<file path="config.mk">
export PLATFORM = sky130hd
export DESIGN_NAME = pipe_phy_status_responder
export DESIGN_NICKNAME = d
export VERILOG_FILES = /design/src/rtl/pipe_phy_status_responder.sv
export SDC_FILE = /design/constraint.sdc
export NUM_CORES = 1
export LEC_CHECK = 0
export ABC_AREA = 1
export BUFFER_PORTS_ARGS = -buffer_cell sky130_fd_sc_hd__buf_2
export CAP_MARGIN = 40
export CORE_MARGIN = 3
export CORE_UTILIZATION = 50
export CTS_CLUSTER_SIZE = 28
export DETAILED_ROUTE_END_ITERATION = 16
export GPL_TIMING_DRIVEN = 1
export PLACE_DENSITY = 0.77
export SYNTH_ARGS = -nofsm -noshare
export SYNTH_HDL_FRONTEND = slang
export SYNTH_SLANG_ARGS = --single-unit
</file>
<file path="constraint.sdc">
create_clock -name clk_i -period 1.42 [get_ports clk_i]
set_input_delay 0.142 -clock clk_i [delete_from_list [all_inputs] [get_ports clk_i]]
set_output_delay 0.142 -clock clk_i [all_outputs]
set_load 0.01 [all_outputs]
</file>
<file path="src/rtl/pipe_phy_status_responder.sv">
// PIPE PHY status responder: models the PHY side of the PIPE handshake. It answers
// receiver-detect, powerdown and rate commands from the MAC with a one-cycle phystatus
// pulse after a per-command latency. It also holds phystatus high for a fixed time
// after reset.
//
// Ports:
//   clk_i              single clock
//   rst_i              synchronous active-high reset
//   phy_txdetectrx     receiver-detect request (rising edge)
//   phy_txelecidle     per-lane electrical idle
//   phy_powerdown      power state (P0..P2 encoding)
//   phy_rate           link rate
//   rx_present_i       per-lane far-end receiver present
//   phy_phystatus      per-lane completion pulse / reset-hold level
//   phy_rxstatus       3 bits per lane; 3'b011 reports a detected receiver
//   phy_phystatus_rst  high while in reset or during reset hold
//   busy_o             a command or the reset hold is in progress
//   cmd_err_o          one-cycle pulse when an illegal command is seen
module pipe_phy_status_responder #(
  parameter int unsigned MAX_NUM_LANES   = 1,
  parameter int unsigned DETECT_LATENCY  = 16,
  parameter int unsigned PD_LATENCY      = 8,
  parameter int unsigned RATE_LATENCY    = 32,
  parameter int unsigned RST_HOLD_CYCLES = 4
) (
  input  logic                         clk_i,
  input  logic                         rst_i,
  input  logic                         phy_txdetectrx,
  input  logic [MAX_NUM_LANES-1:0]     phy_txelecidle,
  input  logic [1:0]                   phy_powerdown,
  input  logic [2:0]                   phy_rate,
  input  logic [MAX_NUM_LANES-1:0]     rx_present_i,
  output logic [MAX_NUM_LANES-1:0]     phy_phystatus,
  output logic [3*MAX_NUM_LANES-1:0]   phy_rxstatus,
  output logic                         phy_phystatus_rst,
  output logic                         busy_o,
  output logic                         cmd_err_o
);

  typedef enum logic [2:0] {RST_HOLD, IDLE, DETECT, PD_WAIT, RATE_WAIT} state_e;

  // Counter loads are latency-1: the counter reaches zero in the completion cycle.
  localparam logic [7:0] DetLoad  = 8'(DETECT_LATENCY - 1);
  localparam logic [7:0] PdLoad   = 8'(PD_LATENCY - 1);
  localparam logic [7:0] RateLoad = 8'(RATE_LATENCY - 1);
  localparam logic [7:0] HoldLoad = 8'(RST_HOLD_CYCLES - 1);

  state_e     r_state, w_state_d;
  logic [7:0] r_cnt, w_cnt_d;
  logic [1:0] r_pd_q, w_pd_d;
  logic [2:0] r_rate_q, w_rate_d;
  logic       r_det_prev;
  logic       r_det_pend, w_pend_d;

  logic w_det_rise, w_det_req, w_det_ok, w_rate_cmd, w_rate_ok, w_pd_cmd;
  logic w_done, w_err, w_hold;

  assign w_det_rise = phy_txdetectrx & ~r_det_prev;
  assign w_det_req  = w_det_rise | r_det_pend;
  assign w_det_ok   = (phy_powerdown == 2'b10) && (&phy_txelecidle);
  assign w_rate_cmd = (phy_rate != r_rate_q);
  assign w_rate_ok  = ~phy_powerdown[1];
  assign w_pd_cmd   = (phy_powerdown != r_pd_q);

  always_ff @(posedge clk_i) begin
    r_det_prev <= phy_txdetectrx;
    if (rst_i) begin
      r_state    <= RST_HOLD;
      r_cnt      <= HoldLoad;
      r_det_pend <= 1'b0;
      r_pd_q     <= phy_powerdown;
      r_rate_q   <= phy_rate;
    end else begin
      r_state    <= w_state_d;
      r_cnt      <= w_cnt_d;
      r_det_pend <= w_pend_d;
      r_pd_q     <= w_pd_d;
      r_rate_q   <= w_rate_d;
    end
  end

  always_comb begin
    w_state_d = r_state;
    w_cnt_d   = r_cnt;
    w_pd_d    = r_pd_q;
    w_rate_d  = r_rate_q;
    w_pend_d  = r_det_pend;
    w_done    = 1'b0;
    w_err     = 1'b0;
    unique case (r_state)
      RST_HOLD: begin
        // Track the inputs throughout the hold so IDLE starts with nothing pending.
        w_pd_d   = phy_powerdown;
        w_rate_d = phy_rate;
        w_pend_d = 1'b0;
        if (r_cnt == 8'd0) w_state_d = IDLE;
        else               w_cnt_d   = r_cnt - 8'd1;
      end
      IDLE: begin
        if (w_det_req) begin
          w_pend_d = 1'b0;
          if (w_det_ok) begin
            w_state_d = DETECT;
            w_cnt_d   = DetLoad;
          end else begin
            w_err = 1'b1;
          end
        end else if (w_rate_cmd) begin
          // An illegal rate is still absorbed so it is not retried forever.
          w_rate_d = phy_rate;
          if (w_rate_ok) begin
            w_state_d = RATE_WAIT;
            w_cnt_d   = RateLoad;
          end else begin
            w_err = 1'b1;
          end
        end else if (w_pd_cmd) begin
          w_pd_d    = phy_powerdown;
          w_state_d = PD_WAIT;
          w_cnt_d   = PdLoad;
        end
      end
      DETECT, PD_WAIT, RATE_WAIT: begin
        if (w_det_rise) w_pend_d = 1'b1;
        if (r_cnt == 8'd0) begin
          w_done    = 1'b1;
          w_state_d = IDLE;
        end else begin
          w_cnt_d = r_cnt - 8'd1;
        end
      end
      default: w_state_d = RST_HOLD;
    endcase
  end

  // Reset overrides everything combinationally so an in-flight completion is suppressed.
  assign w_hold            = rst_i | (r_state == RST_HOLD);
  assign phy_phystatus     = w_hold ? {MAX_NUM_LANES{1'b1}} : {MAX_NUM_LANES{w_done}};
  assign phy_phystatus_rst = w_hold;
  assign busy_o            = rst_i | (r_state != IDLE);
  assign cmd_err_o         = w_err & ~rst_i;

  always_comb begin
    phy_rxstatus = '0;
    for (int unsigned i = 0; i < MAX_NUM_LANES; i++) begin
      if (!rst_i && (r_state == DETECT) && w_done && rx_present_i[i]) begin
        phy_rxstatus[i*3 +: 3] = 3'b011;
      end
    end
  end

endmodule

</file>
* After elaboration in Yosys (flattened, before gate mapping)
Cells that the tools add are included.
Cells by class: equality and inequality tests 19, bitwise operators 7, add/subtract/negate cells 1, mux-type cells 35, reductions and logical operators 17
Operators with widths (count):
- 2-to-1 mux 8 bit | 6
- 2-to-1 mux 3 bit | 9
- one-hot mux 8 bit (2 select lines) | 1
- != test 3 bit, second input constant | 5
- one-hot mux 3 bit (2 select lines) | 2
- 2-to-1 mux 1 bit | 10
- 2-to-1 mux 2 bit | 5
- logical NOT 8 bit | 1
- != test 4 bit, second input constant | 2
- AND reduction 4 bit | 2
- subtractor 8 x 1 -> 8 bit, second input constant | 1
- equality test 3 x 2 -> 1 bit, second input constant | 2
- != test 2 bit, second input constant | 3
- AND reduction 3 bit | 2
- nonzero test 3 bit | 2
- AND reduction 5 bit | 1
- logical AND 1 bit | 4
- one-hot mux 2 bit (2 select lines) | 1
- OR reduction 4 bit | 1
- equality test 3 x 1 -> 1 bit, second input constant | 1
- equality test 3 bit, second input constant | 1
- logical NOT 3 bit | 1
- != test 3 x 1 -> 1 bit, second input constant | 1
- != test 3 bit | 1
- other kinds (10) | 14
Word-level totals: output and inout port bits 7, word-level logic and storage cells 85, bits in registers 18, bits of input ports 10

* Logic depth before layout (Yosys ltp)
depth after elaboration 6, gate-level depth with buffers 11, depth with buffers taken out 11

* Worst setup path before layout
No wires, ideal clock.
path type reg2out, start point reg r_cnt[0], end point out phy_rxstatus[1], required time 1278 ps, path slack -110 ps, cell stages (with the launch flop) 8, arrival 1388 ps, path buffers 1, cell sequence dfxtp_1 inv_1 ha_1 nand3_1 nor2_2 nand2_1 nor3_1 buf_4
Between the ends: longest elaborated chain between the ends 6
RTL lines:
- from (decl) | RTL line 49 | logic [7:0] r_cnt, w_cnt_d;
- from (signal assigned) | RTL line 69 | r_cnt <= HoldLoad;
- from (signal assigned) | RTL line 75 | r_cnt <= w_cnt_d;
- logical NOT 8 bit | RTL line 125 | if (r_cnt == 8'd0) begin
- 2-to-1 mux 1 bit | RTL line 125
- 2-to-1 mux 1 bit | RTL line 90 | unique case (r_state)
- logical AND 1 bit (2 in a row) | RTL line 146 | if (!rst_i && (r_state == DETECT) && w_done && rx_present_i[i]) begin
- 2-to-1 mux 2 bit | RTL line 146
- to (decl) | RTL line 34 | output logic [3*MAX_NUM_LANES-1:0] phy_rxstatus,
No other way between the ends.

* Worst setup path in the final report
start point reg r_rate_q[2], end point out cmd_err_o
Between the ends: longest elaborated chain between the ends 5
RTL lines:
- from (decl) | RTL line 51 | logic [2:0] r_rate_q, w_rate_d;
- from (signal assigned) | RTL line 72 | r_rate_q <= phy_rate;
- from (signal assigned) | RTL line 78 | r_rate_q <= w_rate_d;
- != test 3 bit | RTL line 61 | assign w_rate_cmd = (phy_rate != r_rate_q);
- 2-to-1 mux 1 bit | RTL line 108 | end else if (w_rate_cmd) begin
- 2-to-1 mux 1 bit | RTL line 100 | if (w_det_req) begin
- 2-to-1 mux 1 bit | RTL line 90
- bitwise AND 1 bit | RTL line 141 | assign cmd_err_o = w_err & ~rst_i;
- to (decl) | RTL line 37 | output logic cmd_err_o
No other way between the ends.

==> qor.csv <==
stage;metric;value;unit
routing;drt_iter0_drc;41;
clock_network;clk_pin_slew;0.12;ns
placement;hpwl;2.071;mm
die;dieArea;3069;um2
die;die_h;55.40;um
setup_path;cp_max_fo;3;
routing;avgViaCountPerCell;5.243;
logic_synthesis;synthArstFlopShare;0;
pwr;ir_drop;1.577;mV
run;max-cap-violations;0;
grt;antenna_found_initial;0;
timing;min_period;1.685;ns
placement;io_buffer_count;15;
timing;max_freq;0.5936;GHz
cells_and_area;final_cell_area;1670;um2
logic_synthesis;synth-edff-count;5;
grt;grt_overflow;0;
cells_and_area;multi_input_area;798.3;um2
logic_synthesis;syn_nets;196;
min_path;hp-class;input port to flop;
cells_and_area;drive_gt1_frac;0.4170;
clock_network;cts_max_level;1;
outcome;violations;setup timing;
die;initial_core_util;0.5411;
outcome;status;finished with violations;
setup_path;crit_path_end_kind;output port;
routing;post_drt_wl_per_cell;13.10;um
grt;grt_max_degree;15;
cells_and_area;syn2layout_area_growth;36.92;%
placement;dpl_cell_area;1414;um2
cells_and_area;antenna-diode-count;0;
timing;period_share;1.186;
logic_synthesis;syn_inst;184;
die;fp.coreArea;2255;um2
setup_path;crit_type;flop to output port;
grt;grt_pass1_wl;4.919;mm
logic_synthesis;yosysWarnings;0;
cells_and_area;layout.cells.non_filler;251;
die;dieWidth;55.40;um
cells_and_area;register_area;420.4;um2
logic_synthesis;ys.flop_type;dfxtp_1;
timing;setup-violations-final;20;
routing;routed_wl;3.288;mm
clock_network;cts_buffers;3;
routing;dr.pass1.iters;4;
die;io_pins;17;
logic_synthesis;ys_seq_area_frac;0.3364;
timing;fin_skew;0.007331;ns
timing;slew_viol_final;0;
grt;grt_pass1_vias;1200;
clock_network;cts.sinks;18;
timing;rsz0062_at_grt;true;
logic_synthesis;synth.ff_latch_count;18;
timing;setup_slack;-0.2645;ns
logic_synthesis;synth_area_per_cell;6.630;um2
setup_path;crit_required;1.28;ns
clock_network;worstSkewPairLatency;0.32;ns
clock_network;cts_tree;built;
routing;antenna_left;0;
cells_and_area;nets;236;
routing;vias;1316;
clock_network;root_buffer;clkbuf_4;
pwr;power.density;2281;nW/um2
cells_and_area;nFillCells;176;
placement;gp_congestion;0.7927;
clock_network;clockBufferDepth;2;
setup_path;start_kind;flop;
grt;grt_usage;0.1964;
timing;hold_viol_final;0;
pwr;p_leak;0.7894;nW
logic_synthesis;synth.distinct_cells;32;
placement;dp.cells;237;
setup_path;worstPathArrival;1.54;ns
routing;drc;0;
logic_synthesis;syn_area;1220;um2
die;rows;17;
-- critical path, stage by stage (launching register included) --
cell	delay (ns)
edfxtp_1	0.44
nand2_1	0.09
nand2_1	0.07
nand3_2	0.12
nand3_2	0.10
buf_6	0.13
a21oi_2	0.12
buf_2	0.14
-- sequential cells by signal (all words and copies together) (netlist names) --
register	flops
r_state	3
r_rate_q	3
r_cnt	8
r_det_pend	1
r_det_prev	1
r_pd_q	2
-- cells by family after synthesis --
group           count (synthesis)  share of synthesized area
flops                          18                     0.3364
xor+xnor                        6                    0.04308
buf+inv                        35                     0.1231
fa+ha+maj                       2                    0.02051
compound gates                 17                    0.08205
simple gates                  105                     0.3918
other cells                     1                   0.003074
-- synthesized netlist by cell type (3+ instances only) --
cell type	number	share of area
nand2_1	51	0.16
o21ai_0	6	0.025
inv_1	28	0.086
nand2_2	3	0.015
xnor2_1	4	0.029
a21oi_1	7	0.029
dfxtp_1	13	0.21
edfxtp_1	5	0.12
nor2_2	5	0.026
nand3_1	10	0.041
nor2_1	27	0.083
-- through the flow --
stage                     hold WS, ns  utilization  worst slack, ns  TNS [ns]  total power, mW
after floorplan                0.1697            -          0.01437         0            2.400
after global placement         0.2592       0.6271         -0.02639   -0.1146            2.824
after detailed placement       0.2619       0.6271          -0.1046   -0.8665            2.918
after CTS                     0.04062       0.6865          -0.2036    -2.149            3.376
after global routing          0.02990       0.7408          -0.3483    -4.890            4.139
final                         0.03127       0.7408          -0.2645    -2.869            3.809
-- final timing paths --
path	startpoint	to	slack [ns]	cells after the start
min	phy_rate[1]	r_rate_q[1]	0.03	1
max reg2reg	r_rate_q[0]	r_state[2]	-0.23	9
max	r_rate_q[2]	cmd_err_o	-0.26	7
min reg2reg	r_det_pend	r_det_pend	0.48	2
-- power by group --
group,switching [mW],internal [mW]
registers,0.143,0.740
clock network,0.190,0.157
logic,1.52,1.06
total,1.85,1.96
-- area by class of cell --
cell class / count / share of cell area
sequential: 18 / 0.2517
tap: 28 / 0.02097
multi-input combinational: 132 / 0.4779
timing repair buffer: 38 / 0.1566
inverter: 31 / 0.07116
clock buffer: 4 / 0.02172
-- cells in the final DEF (no fill, tap or decap), types with 5 or more instances in the layout --
master	Yosys	layout
a21oi_2	0	5
nand3_1	10	6
nand2_1	51	45
dfxtp_2	0	5
edfxtp_1	5	5
dfxtp_1	13	7
inv_1	28	21
buf_2	1	15
nand2_2	3	9
nor2_2	5	7
nor2_1	27	23
inv_2	1	8
buf_4	2	19
-- per-layer routing --
layer / GRT usage / share of wire / up-vias
met1: 0.2208 / 0.41 / 620
met2: 0.3564 / 0.52 / 36
met3: 0.03972 / 0.044 / 12
met4: 0.07986 / 0.031 / 0
met5: 0 / 0 / -
li1: - / - / 648
-- what timing repair did --
item / 4_1_cts / 5_1_grt
setup endpoints to repair: 19 / 21
endpoints found under the hold margin: 1 / 0
setup buffers: 5 / 5
hold buffers: 1 / 0
gates resized for setup: 16 / 30
pin swaps: 6 / 14
gates cloned: 0 / 1
Power figures use the tool's default switching activity.
